$ cat src/rtl/dtree_seq_ctrl.sv
// Sequential decision-tree evaluator: one shared comparator walks a
// runtime-loadable node table, one node per clock, behind valid/ready handshakes.
module dtree_seq_ctrl #(
    parameter int NUM_FEAT = 4,
    parameter int FW       = 8,
    parameter int CW       = 4,
    parameter int NODE_AW  = 5,
    localparam int FIDX_W  = $clog2(NUM_FEAT),
    localparam int NODE_W  = 1 + FIDX_W + FW + 2*NODE_AW
) (
    input  logic                   clk,
    input  logic                   rst_n,
    input  logic                   in_valid,
    output logic                   in_ready,
    input  logic [NUM_FEAT*FW-1:0] in_feat,
    output logic                   out_valid,
    input  logic                   out_ready,
    output logic [CW-1:0]          out_class,
    output logic                   out_err,
    output logic                   busy,
    input  logic                   cfg_we,
    input  logic [NODE_AW-1:0]     cfg_addr,
    input  logic [NODE_W-1:0]      cfg_data,
    output logic                   cfg_err
);

    localparam int DEPTH = 2**NODE_AW;

    typedef enum logic [1:0] {IDLE, WALK, DONE} state_t;

    state_t                   state, state_nxt;
    logic [NODE_W-1:0]        node_mem [DEPTH];
    logic [NUM_FEAT*FW-1:0]   feat_q;
    logic [NODE_AW-1:0]       ptr;
    logic [NODE_AW-1:0]       step;
    logic                     armed;

    logic [NODE_W-1:0]        node_w;
    logic                     node_leaf;
    logic [FIDX_W-1:0]        node_fidx;
    logic [FW-1:0]            node_thr;
    logic [NODE_AW-1:0]       node_left;
    logic [NODE_AW-1:0]       node_right;
    logic [FW-1:0]            feat_sel;
    logic                     timeout;
    logic                     accept;

    assign node_w     = node_mem[ptr];
    assign node_leaf  = node_w[NODE_W-1];
    assign node_fidx  = node_w[NODE_W-2 -: FIDX_W];
    assign node_thr   = node_w[2*NODE_AW +: FW];
    assign node_left  = node_w[NODE_AW +: NODE_AW];
    assign node_right = node_w[0 +: NODE_AW];
    assign timeout    = (step == {NODE_AW{1'b1}});

    assign in_ready  = rst_n && (state == IDLE) && !cfg_we;
    assign accept    = in_valid && in_ready;
    assign out_valid = (state == DONE);
    assign busy      = (state != IDLE);

    // Feature index beyond NUM_FEAT (non power-of-two counts) compares against zero.
    always_comb begin
        feat_sel = '0;
        for (int i = 0; i < NUM_FEAT; i++) begin
            if (node_fidx == FIDX_W'(i)) begin
                feat_sel = feat_q[i*FW +: FW];
            end
        end
    end

    always_ff @(posedge clk or negedge rst_n) begin
        if (!rst_n) begin
            state <= IDLE;
        end else begin
            state <= state_nxt;
        end
    end

    always_comb begin
        state_nxt = state;
        case (state)
            IDLE: if (accept) state_nxt = WALK;
            WALK: if (armed && (node_leaf || timeout)) state_nxt = DONE;
            DONE: if (out_ready) state_nxt = IDLE;
            default: state_nxt = IDLE;
        endcase
    end

    // The first WALK cycle only lets the captured features settle; the root
    // is compared in the following cycle, one node per clock after that.
    always_ff @(posedge clk or negedge rst_n) begin
        if (!rst_n) begin
            feat_q    <= '0;
            ptr       <= '0;
            step      <= '0;
            armed     <= 1'b0;
            out_class <= '0;
            out_err   <= 1'b0;
        end else begin
            case (state)
                IDLE: begin
                    if (accept) begin
                        feat_q <= in_feat;
                        ptr    <= '0;
                        step   <= '0;
                        armed  <= 1'b0;
                    end
                end
                WALK: begin
                    if (!armed) begin
                        armed <= 1'b1;
                    end else if (node_leaf) begin
                        out_class <= node_thr[CW-1:0];
                        out_err   <= 1'b0;
                    end else if (timeout) begin
                        out_class <= '0;
                        out_err   <= 1'b1;
                    end else begin
                        ptr  <= (feat_sel <= node_thr) ? node_left : node_right;
                        step <= step + 1'b1;
                    end
                end
                default: ;
            endcase
        end
    end

    // Table writes land only while idle; anything else is dropped and flagged.
    always_ff @(posedge clk or negedge rst_n) begin
        if (!rst_n) begin
            for (int i = 0; i < DEPTH; i++) begin
                node_mem[i] <= '0;
            end
            cfg_err <= 1'b0;
        end else begin
            cfg_err <= cfg_we && (state != IDLE);
            if (cfg_we && (state == IDLE)) begin
                node_mem[cfg_addr] <= cfg_data;
            end
        end
    end

endmodule
$ cat config.mk
export PLATFORM = sky130hd
export DESIGN_NAME = dtree_seq_ctrl
export DESIGN_NICKNAME = d
export VERILOG_FILES = /design/src/rtl/dtree_seq_ctrl.sv
export SDC_FILE = /design/constraint.sdc
export NUM_CORES = 1
export LEC_CHECK = 0
export CORE_ASPECT_RATIO = 1.5
export CORE_MARGIN = 5
export CORE_UTILIZATION = 60
export CTS_BUF_LIST = sky130_fd_sc_hd__clkbuf_8
export DETAILED_ROUTE_END_ITERATION = 7
export DONT_BUFFER_PORTS = 1
export MAX_ROUTING_LAYER = met4
export PLACE_DENSITY = 0.81
export SLEW_MARGIN = 40
export SYNTH_ARGS = -nofsm -noshare
export SYNTH_HDL_FRONTEND = slang
export SYNTH_SLANG_ARGS = --single-unit
$ cat constraint.sdc
create_clock -name clk -period 3.8 [get_ports clk]
set_input_delay 0.95 -clock clk [delete_from_list [all_inputs] [get_ports clk]]
set_output_delay 0.95 -clock clk [all_outputs]
set_load 0.1 [all_outputs]
---- Yosys cells after proc, flatten, opt, wreduce, memory -nomap -nowiden ----
Cells that the tools add are included.
word-level totals
  register bits ........................... 723
  word-level logic and storage cells ...... 108
  output and inout bits ................... 9
  input bits .............................. 63
operators by class
  reduce and logical (&&, ||, !) cells .... 19
  add/subtract/negate cells ............... 1
  order comparisons ....................... 4
  multiplexer cells ....................... 30
  bitwise logic cells ..................... 2
  equal/unequal tests ..................... 12
operator list
  operator               number
  $bwmux W672            1
  $bmux W21 S5           1
  $demux W21 S5          1
  $mux W21               3
  $mux W5                8
  $mux W8                4
  $pmux W5 S2            2
  $ge A6 B6 Y1 const B   2
  $not A5 Y6             2
  $ne A2 B2 Y1 const B   5
  $le A8 B8 Y1           1
  $mux W4                2
  $logic_and A1 B1 Y1    7
  $eq A2 B2 Y1 const B   3
  $lt A6 B1 Y1 const B   1
  $mux W2                3
  $pmux W2 S3            1
  $reduce_and A3 Y1      2
  $reduce_bool A2 Y1     3
  $add A5 B1 Y5 const B  1
  $eq A5 B5 Y1 const B   1
  $reduce_and A5 Y1      1
  $eq A2 B1 Y1 const B   2
  $logic_not A2 Y1       2
  other kinds (6)        9

---- Longest topological paths before layout ----
Gate-level depths: netlist of the first run.
  depth after elaboration ................. 15
  mapped depth ............................ 18
  mapped depth without buffers ............ 13

---- Worst setup path before layout of the first run ----
OpenSTA, ideal clock, no wires.
  kind .................................... register to register
  start ................................... register state[0]
  end ..................................... register feat_q[0]
  slack ................................... -1.023 ns
  cell stages (with the launch flop) ...... 7
  setup time .............................. 0.125 ns
  required time ........................... 3.675 ns
  buffers on the path ..................... 1
  clock period less this slack ............ 4.823 ns
  arrival ................................. 4.698 ns
  cell sequence ........................... dfrtp_1 -> nor2_1 -> inv_1 -> nor3b_1 -> nand2_1 -> clkbuf_1 -> mux2_2
between the ends
  longest elaborated chain between the ends .. 5
ends and longest elaborated chain
  what                               RTL line  source
  start: declaration                 31        state_t state, state_nxt;
  start signal: assignment           75        state <= state_nxt;
  $logic_not A2 Y1                   56        assign in_ready = rst_n && (state == IDLE) && !cfg_we;
  $logic_and A1 B1 Y1 (2 in series)  56
  named net in_ready                 14        output logic in_ready,
  $logic_and A1 B1 Y1                57        assign accept = in_valid && in_ready;
  $reduce_and A2 Y1 (no line)        n/a
  end signal: assignment             103       feat_q <= in_feat;
  end: declaration                   33        logic [NUM_FEAT*FW-1:0] feat_q;
The timed path passes the listed nets, and every way through them passes these cells.
A chain may end at the register's enable or synchronous reset.

---- Final worst setup path of the first run ----
  start ................................... input port rst_n
  end ..................................... output port in_ready
between the ends
  longest elaborated chain between the ends .. 2
ends and longest elaborated chain
  what                               RTL line  source
  start: declaration                 12        input logic rst_n,
  $logic_and A1 B1 Y1 (2 in series)  56
  end: declaration                   14
No other way between the ends.

==> run_results.csv, run 1 <==
group,metric,value,unit
power,total_leakage_power,16.7,nW
status,violations,"max-slew violations, negative setup slack",
placement,place_congestion,0.824,
synth,synth-edff-count,0,
clock_tree,path_clk_slew,60,ps
grt,grt_pass1_vias,20500,
worst_setup_path,r2r_slack,10,ps
floorplanning,dieArea,59800,um^2
drt,num_vias,18600,
synth,synth_top_area_cell,"dfrtp_1",
drt,routedWlPerCell,27.5,um
clock_tree,clock-sinks,723,
timing,hold_viol_final,0,
grt,grt_use_total,27.7,%
worst_setup_path,path_buf_inv,1,
drt,firstDrtPassIters,5,
synth,synthArstFlopShare,100,%
synth,ys_seq_area_share,54.9,%
worst_setup_path,crit_path_start,"rst_n",
worst_setup_path,worstSetupEndpointType,"output port",
worst_setup_path,start_kind,"primary input",
final_layout,nNetsFinal,2195,
timing,timing.fmax,0.261,GHz
worst_setup_path,path_class,"in -> out",
worst_setup_path,crit_path_max_incr_delay,700,ps
run,maxCapViolCount,0,
power,powerDensity,728,nW/um^2
placement,dp_hpwl,48200,um
placement,dpl_cell_area,33900,um^2
floorplanning,die_w,201,um
final_layout,final_cell_area,36300,um^2
drt,drtIter0Drc,1280,
synth,ys_warn_count,0,
worst_setup_path,crit_fanout,633,
timing,fin_crit_sh,101,%
synth,syn_area,32900,um^2
floorplanning,ios,72,
floorplanning,core,54500,um^2
timing,slew_headroom,-50.7,%
synth,ys_top_cells_by_area,"dfrtp_1 55%, mux2_2 24%, mux4_2 12%",
power,p_comb_share,31.6,%
clock_tree,cts_max_path_buffers,3,
timing,setup_ws,-24.8,ps
worst_setup_path,ff2ff_path_depth,15,
drt,totalWireLength,79700,um
final_layout,final_cell_mix,"715 x dfrtp_1, 706 x mux2_2, 170 x mux4_2",
timing,final-setup-viol-count,1,
power,vdd_drop_max,0.433,mV
clock_tree,cts_tree,"done",
grt,overflow,0,
synth,syn_nets,2172,
worst_setup_path,r2r-start,"ptr[0]$_DFFE_PN0P_",
drt,vias_per_cell,6.43,
final_layout,drive_gt1_share,53.4,%
synth,synth_cells,2099,
final_layout,stdcell_count,2899,
synth,ys_seq_elements,723,
synth,postSynthAreaPerCell,15.7,um^2
grt,grt_max_degree,725,
worst_setup_path,path_cells,"nor3b_4, buf_4",
power,p_int,18.6,mW
synth,synthFlopType,"dfrtp_1",
floorplanning,start_util,60.4,%
power,p_sw_share,29.7,%
floorplanning,die_h,297,um
worst_setup_path,worstPathArrival,2870,ps
timing,fin_worst_skew,36.1,ps
placement,numPortBuffers,0,
timing,slew_viol_final,494,
timing,worstMarginPinSlew,2260,ps
synth,synth_top_cell_area_share,54.9,%
final_layout,syn2layout_area_growth,10.1,%
final_layout,final_common_cell,"dfrtp_1",
clock_tree,cts_inserted_buffers,106,
hold_path,worstHoldPathType,"in -> async",
power,pwr-share-clk,24.3,%
power,power_frac_seq,44.1,%
power,p_switching,7.84,mW
synth,ys_types,47,
worst_setup_path,required,2850,ps
placement,placed_cells,2697,
clock_tree,htree_levels,3,
grt,antenna_found_initial,1,
worst_setup_path,cp_slowest_cell,"nor3b_4",
status,status,"complete, but fails checks",
drt,drc,0,
drt,ant_nets,0,
floorplanning,rows,105,
timing,grt_setup_unrepaired,"true",
timing,fin_crit,3820,ps
clock_tree,ctsRootBufferMaster,"clkbuf_8",
grt,grt_pass1_wl,123000,um
worst_setup_path,cp_top_family,"simple AND/OR/NAND/NOR gates",
worst_setup_path,r2r_end,"ptr[0]$_DFFE_PN0P_",
clock_tree,clkLatencyLatePin,730,ps
==> state kept, by name, summed over array words and instances (netlist names) <==
name,flops
armed,1
cfg_err,1
feat_q,32
node_mem,672
out_class,4
out_err,1
ptr,5
state,2
step,5
==> layout make-up <==
cell class | count | area (um^2)
clock inverter | 54 | 344
tap | 695 | 870
antenna | 1 | 2.50
sequential | 723 | 18100
timing repair buffer | 106 | 957
multi-input combinational | 1182 | 14100
fill | 3680 | 18300
inverter | 3 | 11.3
clock buffer | 135 | 1860
==> kinds of logic (layout without fill, tap and decap cells) <==
family          Yosys count  after routing  share of synthesized area [%]
other cells               0              1                              0
flops                   723            723                           54.9
buf+inv                 194            298                           2.47
compound gates           65             65                           1.40
mux                     968            968                           38.7
fa+ha+maj                10             10                          0.380
simple gates            139            139                           2.13
==> power by group through the flow <==
stage / Clock [mW] / Sequential, mW / Combinational, mW
after global routing: 6.88 / 11.9 / 8.91
final: 6.41 / 11.7 / 8.34
after CTS: 6.54 / 11.6 / 8.23
after floorplan: 0 / 11.2 / 6.34
after global placement: 0 / 11.6 / 7.83
after detailed placement: 0 / 11.8 / 8.12
==> cell usage after synthesis (8+ instances only) <==
cell,count
a22o_1,9
buf_1,32
buf_2,25
clkbuf_1,126
dfrtp_1,723
ha_1,10
mux2_2,706
mux2i_1,89
mux4_2,169
nand2_1,45
nand2b_1,8
nand3_1,8
nand4_1,11
nor2_1,23
nor2b_1,9
nor3_1,10
o22ai_1,19
==> per-layer routing <==
layer	global-route usage [%]	part of all wire, %
met5	-	0
met4	13.9	5.4
met3	4.99	5.0
met2	46.1	52
met1	32.7	38
==> worst max path at each step <==
stage                         endpoint  slack, ps  cells after the start
floorplan           ptr[3]$_DFFE_PN0P_         80                     16
global placement    ptr[0]$_DFFE_PN0P_          9                     14
detailed placement  ptr[2]$_DFFE_PN0P_       -110                     14
CTS                 ptr[0]$_DFFE_PN0P_          6                     14
global route        ptr[0]$_DFFE_PN0P_       -130                     15
finish                        in_ready        -20                      2
==> timing repair <==
action,CTS,global route
endpoints found under the hold margin,705,92
endpoints found under the setup margin,5,5
pin swaps,1,1
buffers inserted,8,2
cloned,0,1
resized for setup,2,8
==> stage by stage <==
step / utilization [%] / TNS (ps) / hold slack [ps] / setup WS (ps) / power [mW]
floorplan: - / 0 / 457 / 75.9 / 17.5
global placement: 62.2 / 0 / 472 / 8.53 / 19.4
detailed placement: 62.2 / -459 / 482 / -114 / 19.9
CTS: 66.4 / 0 / -81.0 / 6.13 / 26.4
global route: 66.5 / -513 / -7.74 / -133 / 27.7
finish: 66.5 / -24.8 / 10.2 / -24.8 / 26.4
No activity file was read; power rests on OpenSTA's default activity.
==> run 2: changes to the inputs <==
Settings changed: CORE_MARGIN 5 to 3, CTS_CLUSTER_DIAMETER from default to 100.
==> run_results.csv, run 2 (synthesis results as in run 1) <==
group,metric,value,unit
drt,wl_met3,4180,um
drt,wl_met2,43300,um
clock_tree,htree_levels,3,
power,pwr-share-clk,23.5,%
drt,firstDrtPassIters,5,
final_layout,final_common_cell,"dfrtp_1",
drt,totalWireLength,81600,um
drt,routedWlPerCell,28.2,um
worst_setup_path,ff2ff_path_depth,16,
power,total_leakage_power,16.7,nW
drt,drt-met1-wl,30400,um
floorplanning,dieArea,57800,um^2
final_layout,largest_reg_flops,672,
power,powerDensity,729,nW/um^2
timing,worstMarginPinSlew,867,ps
hold_path,worstHoldPathType,"in -> async",
worst_setup_path,path_cells,"buf_8, mux4_2, mux4_2, mux2i_4, buf_12, buf_8, mux2i_2, mux2i_1, ha_1, nor2b_1, o21a_1, o21ai_2, a21o_1, buf_12, mux2i_1, mux2i_1",
power,vdd_drop_max,0.447,mV
power,p_int,18.6,mW
drt,ant_nets,0,
floorplanning,start_util,61.0,%
placement,placed_cells,2687,
power,p_sw_share,30.2,%
grt,overflow,0,
clock_tree,cts_inserted_buffers,106,
clock_tree,clock-sinks,723,
power,power_frac_seq,44.1,%
final_layout,drive_gt1_share,53.3,%
clock_tree,cts_tree,"done",
final_layout,nFillCells,3593,
timing,final-setup-viol-count,5,
final_layout,final_cell_mix,"715 x dfrtp_1, 706 x mux2_2, 172 x mux4_2",
floorplanning,ios,72,
floorplanning,die_h,293,um
worst_setup_path,worstSetupEndpointType,"flop",
grt,grt_pass1_vias,20800,
clock_tree,ctsRootBufferMaster,"clkbuf_8",
run,maxCapViolCount,0,
timing,fin_crit_sh,102,%
worst_setup_path,crit_fanout,6,
drt,num_vias,18800,
drt,highest_layer,"met4",
floorplanning,core,54000,um^2
worst_setup_path,worstPathArrival,4460,ps
clock_tree,cts_max_path_buffers,3,
final_layout,multi_input_area,14100,um^2
grt,grt_max_degree,725,
timing,finalSetupTns,-274,ps
timing,slew_headroom,42.2,%
final_layout,syn2layout_area_growth,10.6,%
timing,slew_viol_final,0,
drt,drtIter0Drc,1442,
final_layout,seq_area,18100,um^2
worst_setup_path,path_common_cell,"mux2i_1",
status,status,"complete, but fails checks",
floorplanning,rows,104,
clock_tree,clkLatencyLatePin,710,ps
final_layout,reg_top3,"node_mem x672, feat_q x32",
timing,hold_viol_final,0,
grt,grt_use_total,29.4,%
placement,dp_hpwl,47900,um
worst_setup_path,path_buf_inv,4,
final_layout,largest-register,"node_mem",
worst_setup_path,start_kind,"flop",
timing,fin_crit,3860,ps
drt,vias_per_cell,6.49,
drt,drc,0,
worst_setup_path,required,4390,ps
final_layout,stdcell_count,2897,
grt,antenna_found_initial,2,
power,p_comb_share,32.4,%
grt,grt_pass1_wl,124000,um
timing,setup_ws,-61.3,ps
clock_tree,path_clk_slew,70,ps
placement,place_congestion,0.811,
timing,fin_worst_skew,29.9,ps
worst_setup_path,cp_slowest_cell,"mux4_2",
placement,numPortBuffers,0,
final_layout,nNetsFinal,2202,
timing,grt_setup_unrepaired,"true",
worst_setup_path,path_class,"reg -> reg",
worst_setup_path,crit_path_max_incr_delay,500,ps
timing,timing.fmax,0.259,GHz
worst_setup_path,cp_top_family,"multiplexers",
worst_setup_path,crit_cells,16,
power,p_switching,8.02,mW
status,violations,"negative setup slack",
floorplanning,die_w,197,um
## run 2: changes by cell type in the layout (fill, tap and decap cells not counted), sizes merged
| cell | previous run | this run |
|---|---|---|
| bufbuf | 0 | 1 |
| diode | 1 | 2 |
| bufinv | 4 | 2 |
| clkinvlp | 2 | 1 |
| clkbuf | 136 | 138 |
| inv | 40 | 45 |
| buf | 105 | 111 |
| clkinv | 11 | 3 |
## run 2: per-stage QoR
step                total power, mW  setup slack [ps]  instance area [um^2]  hold slack (ps)  utilization, %
detailed placement             19.9              -105                 33900              481            62.7
global placement               19.4              42.0                 33900              468            62.7
global route                   27.9              -201                 36400              178            67.5
finish                         26.6             -61.3                 36400              173            67.5
floorplan                      17.5              75.9                 32900              457               -
CTS                            26.3              43.4                 36200            -64.2            66.9
## run 2: layer usage
metal	GRT usage [%]	vias to the layer above
li1	-	7870
met1	34.6	10100
met2	50.3	593
met3	4.51	203
met4	13.4	0
met5	-	-
## run 2: final cells by class
class / instances / share of cell area, %
Multi-Input combinational cell: 1182 / 38.7
Sequential cell: 723 / 49.7
Antenna cell: 2 / 0.0137
Clock buffer: 137 / 5.17
Timing Repair Buffer: 113 / 3.28
Tap cell: 689 / 2.37
Inverter: 3 / 0.0309
Clock inverter: 48 / 0.714
## run 2: worst paths after layout
| path | from | to | slack, ps |
|---|---|---|---|
| setup / recovery | ptr[0]$_DFFE_PN0P_ | ptr[0]$_DFFE_PN0P_ | -60 |
| hold / removal | rst_n | node_mem[542]$_DFFE_PN0P_ | 170 |
| setup reg to reg | ptr[0]$_DFFE_PN0P_ | ptr[0]$_DFFE_PN0P_ | -60 |
| hold reg to reg | armed$_DFFE_PN0P_ | armed$_DFFE_PN0P_ | 490 |
| max in group asynchronous | rst_n | node_mem[650]$_DFFE_PN0P_ | 2420 |
| min in group clk | out_ready | state[1]$_DFFE_PN0P_ | 370 |
## run 2: power groups by stage
stage | registers [mW] | logic [mW] | clock network, mW
floorplan | 11.2 | 6.34 | 0
global placement | 11.6 | 7.82 | 0
detailed placement | 11.8 | 8.11 | 0
CTS | 11.7 | 8.28 | 6.39
global route | 11.9 | 9.19 | 6.76
finish | 11.7 | 8.61 | 6.26
## run 2: repair_timing
action,in CTS,in global routing
setup buffers,9,5
pin swaps,1,2
setup endpoints to repair,5,6
gates resized for setup,3,14
cloned,1,1
hold endpoints to repair,540,99
==> RTL change (config.mk and constraints of run 2) <==
Remove the register `cfg_err`: a continuous assignment takes its place, so the output `cfg_err` follows one clock earlier.
--- a/src/rtl/dtree_seq_ctrl.sv
+++ b/src/rtl/dtree_seq_ctrl.sv
@@ -132,7 +132,5 @@
                 node_mem[i] <= '0;
             end
-            cfg_err <= 1'b0;
         end else begin
-            cfg_err <= cfg_we && (state != IDLE);
             if (cfg_we && (state == IDLE)) begin
                 node_mem[cfg_addr] <= cfg_data;
@@ -141,3 +139,5 @@
     end
 
+    assign cfg_err = cfg_we && (state != IDLE);
+
 endmodule
Function: changed (a bounded check fails within 4 cycles, from zero or initial values and one cycle with rst_n low).
==> RTL change against run 2 <==
- the run still ends with negative setup slack left
- non-clock buffer count shrank 7
- setup slack lost 0.024 ns
- sequential cell count shrank 1
- design area is essentially flat
- area after synthesis is essentially flat
- total power grew 0.68%
- via count grew 0.13%
- routed wire length grew 0.35%
- critical path type unchanged
==> RTL change: results (changes against run 2) <==
| Metric | Value |
|---|---|
| Crit path DAT | 4.48 ns (+0.02 ns) |
| Max VDD drop | 0.409 mV (-8.6%) |
| Total GRT Usage | 29.7% (+0.30 points) |
| Share of cells above drive strength 1 | 53.6% (+0.37 points) |
| Synth Net Count | 2171 (-0.046%) |
| Detail Route Antenna Nets | 0 (unchanged) |
| Post-route setup slack | -0.0854 ns (-0.0240 ns) |
| Number of global-route vias before repair | 20769 (+0.067%) |
| Setup_tns | -0.314 ns (-0.0406 ns) |
| Largest cells by area after synthesis | dfrtp_1 55%, mux2_2 24%, mux4_2 12% |
| Relative slew slack | 40.0% (-2.3 points) |
| Seq/Total Area, Yosys | 54.9% (about the same) |
| Worst-skew pair later-pin latency | 0.72 ns |
| Filler cells | 3580 (-0.36%) |
| HPWL after DPL | 48.4 mm (+0.97%) |
| Failing checks | negative setup slack |
| Status | complete, but fails checks |
| Final setup fails | 5 (unchanged) |
| GPL Wtd Cong | 0.831 (+2.5%) |
| Clock skew | 0.0264 ns (-0.00351 ns) |
| Number of DRC markers in iteration 0 | 1278 (-11%) |
| Via count | 18834 (+0.13%) |
| Initial antenna violation count | 1 (-1) |
| Leakage | 16.7 nW (-0.24%) |
| Detailed Route WL | 81.8 mm (+0.35%) |
| Synth top cells by count | 722 x dfrtp_1, 706 x mux2_2, 169 x mux4_2 |
| First-pass GRT wire length | 125 mm (+0.52%) |
| Max reg flops | 672 (unchanged) |
RTL change: final timing paths:
check	slack [ns]	endpoint	from	cells past startpoint
max	-0.09	ptr[4]	ptr[0]	15
min	0.18	node_mem[306]	rst_n	1
max reg2reg	-0.09	ptr[4]	ptr[0]	15
min reg2reg	0.49	armed	armed	1
max in group asynchronous	2.35	ptr[2]	rst_n	2
min in group clk	0.34	state[1]	out_ready	1
RTL change: through the flow:
step / setup WS (ns) / total power [mW] / cell area, µm² / hold WS (ns) / instances
floorplan: 0.0759 / 17.5 / 32900 / 0.457 / 2098
global placement: 0.0926 / 19.4 / 33900 / 0.470 / 2683
detailed placement: -0.147 / 19.9 / 33900 / 0.483 / 2683
CTS: -0.0132 / 26.6 / 36200 / -0.0792 / 2885
global route: -0.221 / 28.1 / 36400 / 0.181 / 2894
finish: -0.0854 / 26.8 / 36400 / 0.175 / 2894
RTL change: routing by layer:
layer,vias to the layer above,wire length [µm],GRT usage (%)
met1,10195,30100,34.0
met5,-,0,-
met3,220,4070,5.15
met4,0,4660,17.0
met2,559,43000,49.6
li1,7860,-,-
RTL change: critical path, cell delays in order, from the launching register on:
cell     delay [ns]
dfrtp_4        0.51
buf_4          0.15
mux4_2         0.42
mux4_2         0.51
mux2i_4        0.27
buf_12         0.18
mux2i_2        0.22
mux2i_1        0.11
ha_1           0.29
nor2b_1        0.14
o21a_1         0.18
o21ai_1        0.13
a21o_1         0.19
buf_12         0.15
mux2i_2        0.22
mux2i_1        0.09
RTL change: layout make-up:
cell class	count	area share, %
repair buffers	106	3.14
clock buffers	137	5.17
inverters	3	0.0309
diodes	1	0.00687
well taps	689	2.37
flip-flops and latches	722	49.6
multi-input cells	1182	38.8
clock inverters	54	0.844
RTL change: what timing repair did:
action / 4_1_cts / 5_1_grt
endpoints found under the hold margin: 694 / 6
setup endpoints to repair: 5 / 19
cloned: 1 / 3
resized for setup: 12 / 9
setup buffers: 10 / 0
pin swaps: 2 / 3
RTL change: kinds of logic (layout without fill, tap and decap cells):
kind of cell    Yosys count  after routing  share of synthesized area [%]
fa+ha+maj                10             10                          0.380
other cells               0              1                              0
buf+inv                 194            300                           2.47
flops                   722            722                           54.9
simple gates            139            139                           2.13
mux                     968            968                           38.7
compound gates           65             65                           1.40
RTL change: where the power goes:
group	switching (mW)	internal, mW	total, mW
Combinational	3.71	5.01	8.72
Clock	2.96	3.42	6.38
Sequential	1.46	10.2	11.7
Total	8.13	18.6	26.8
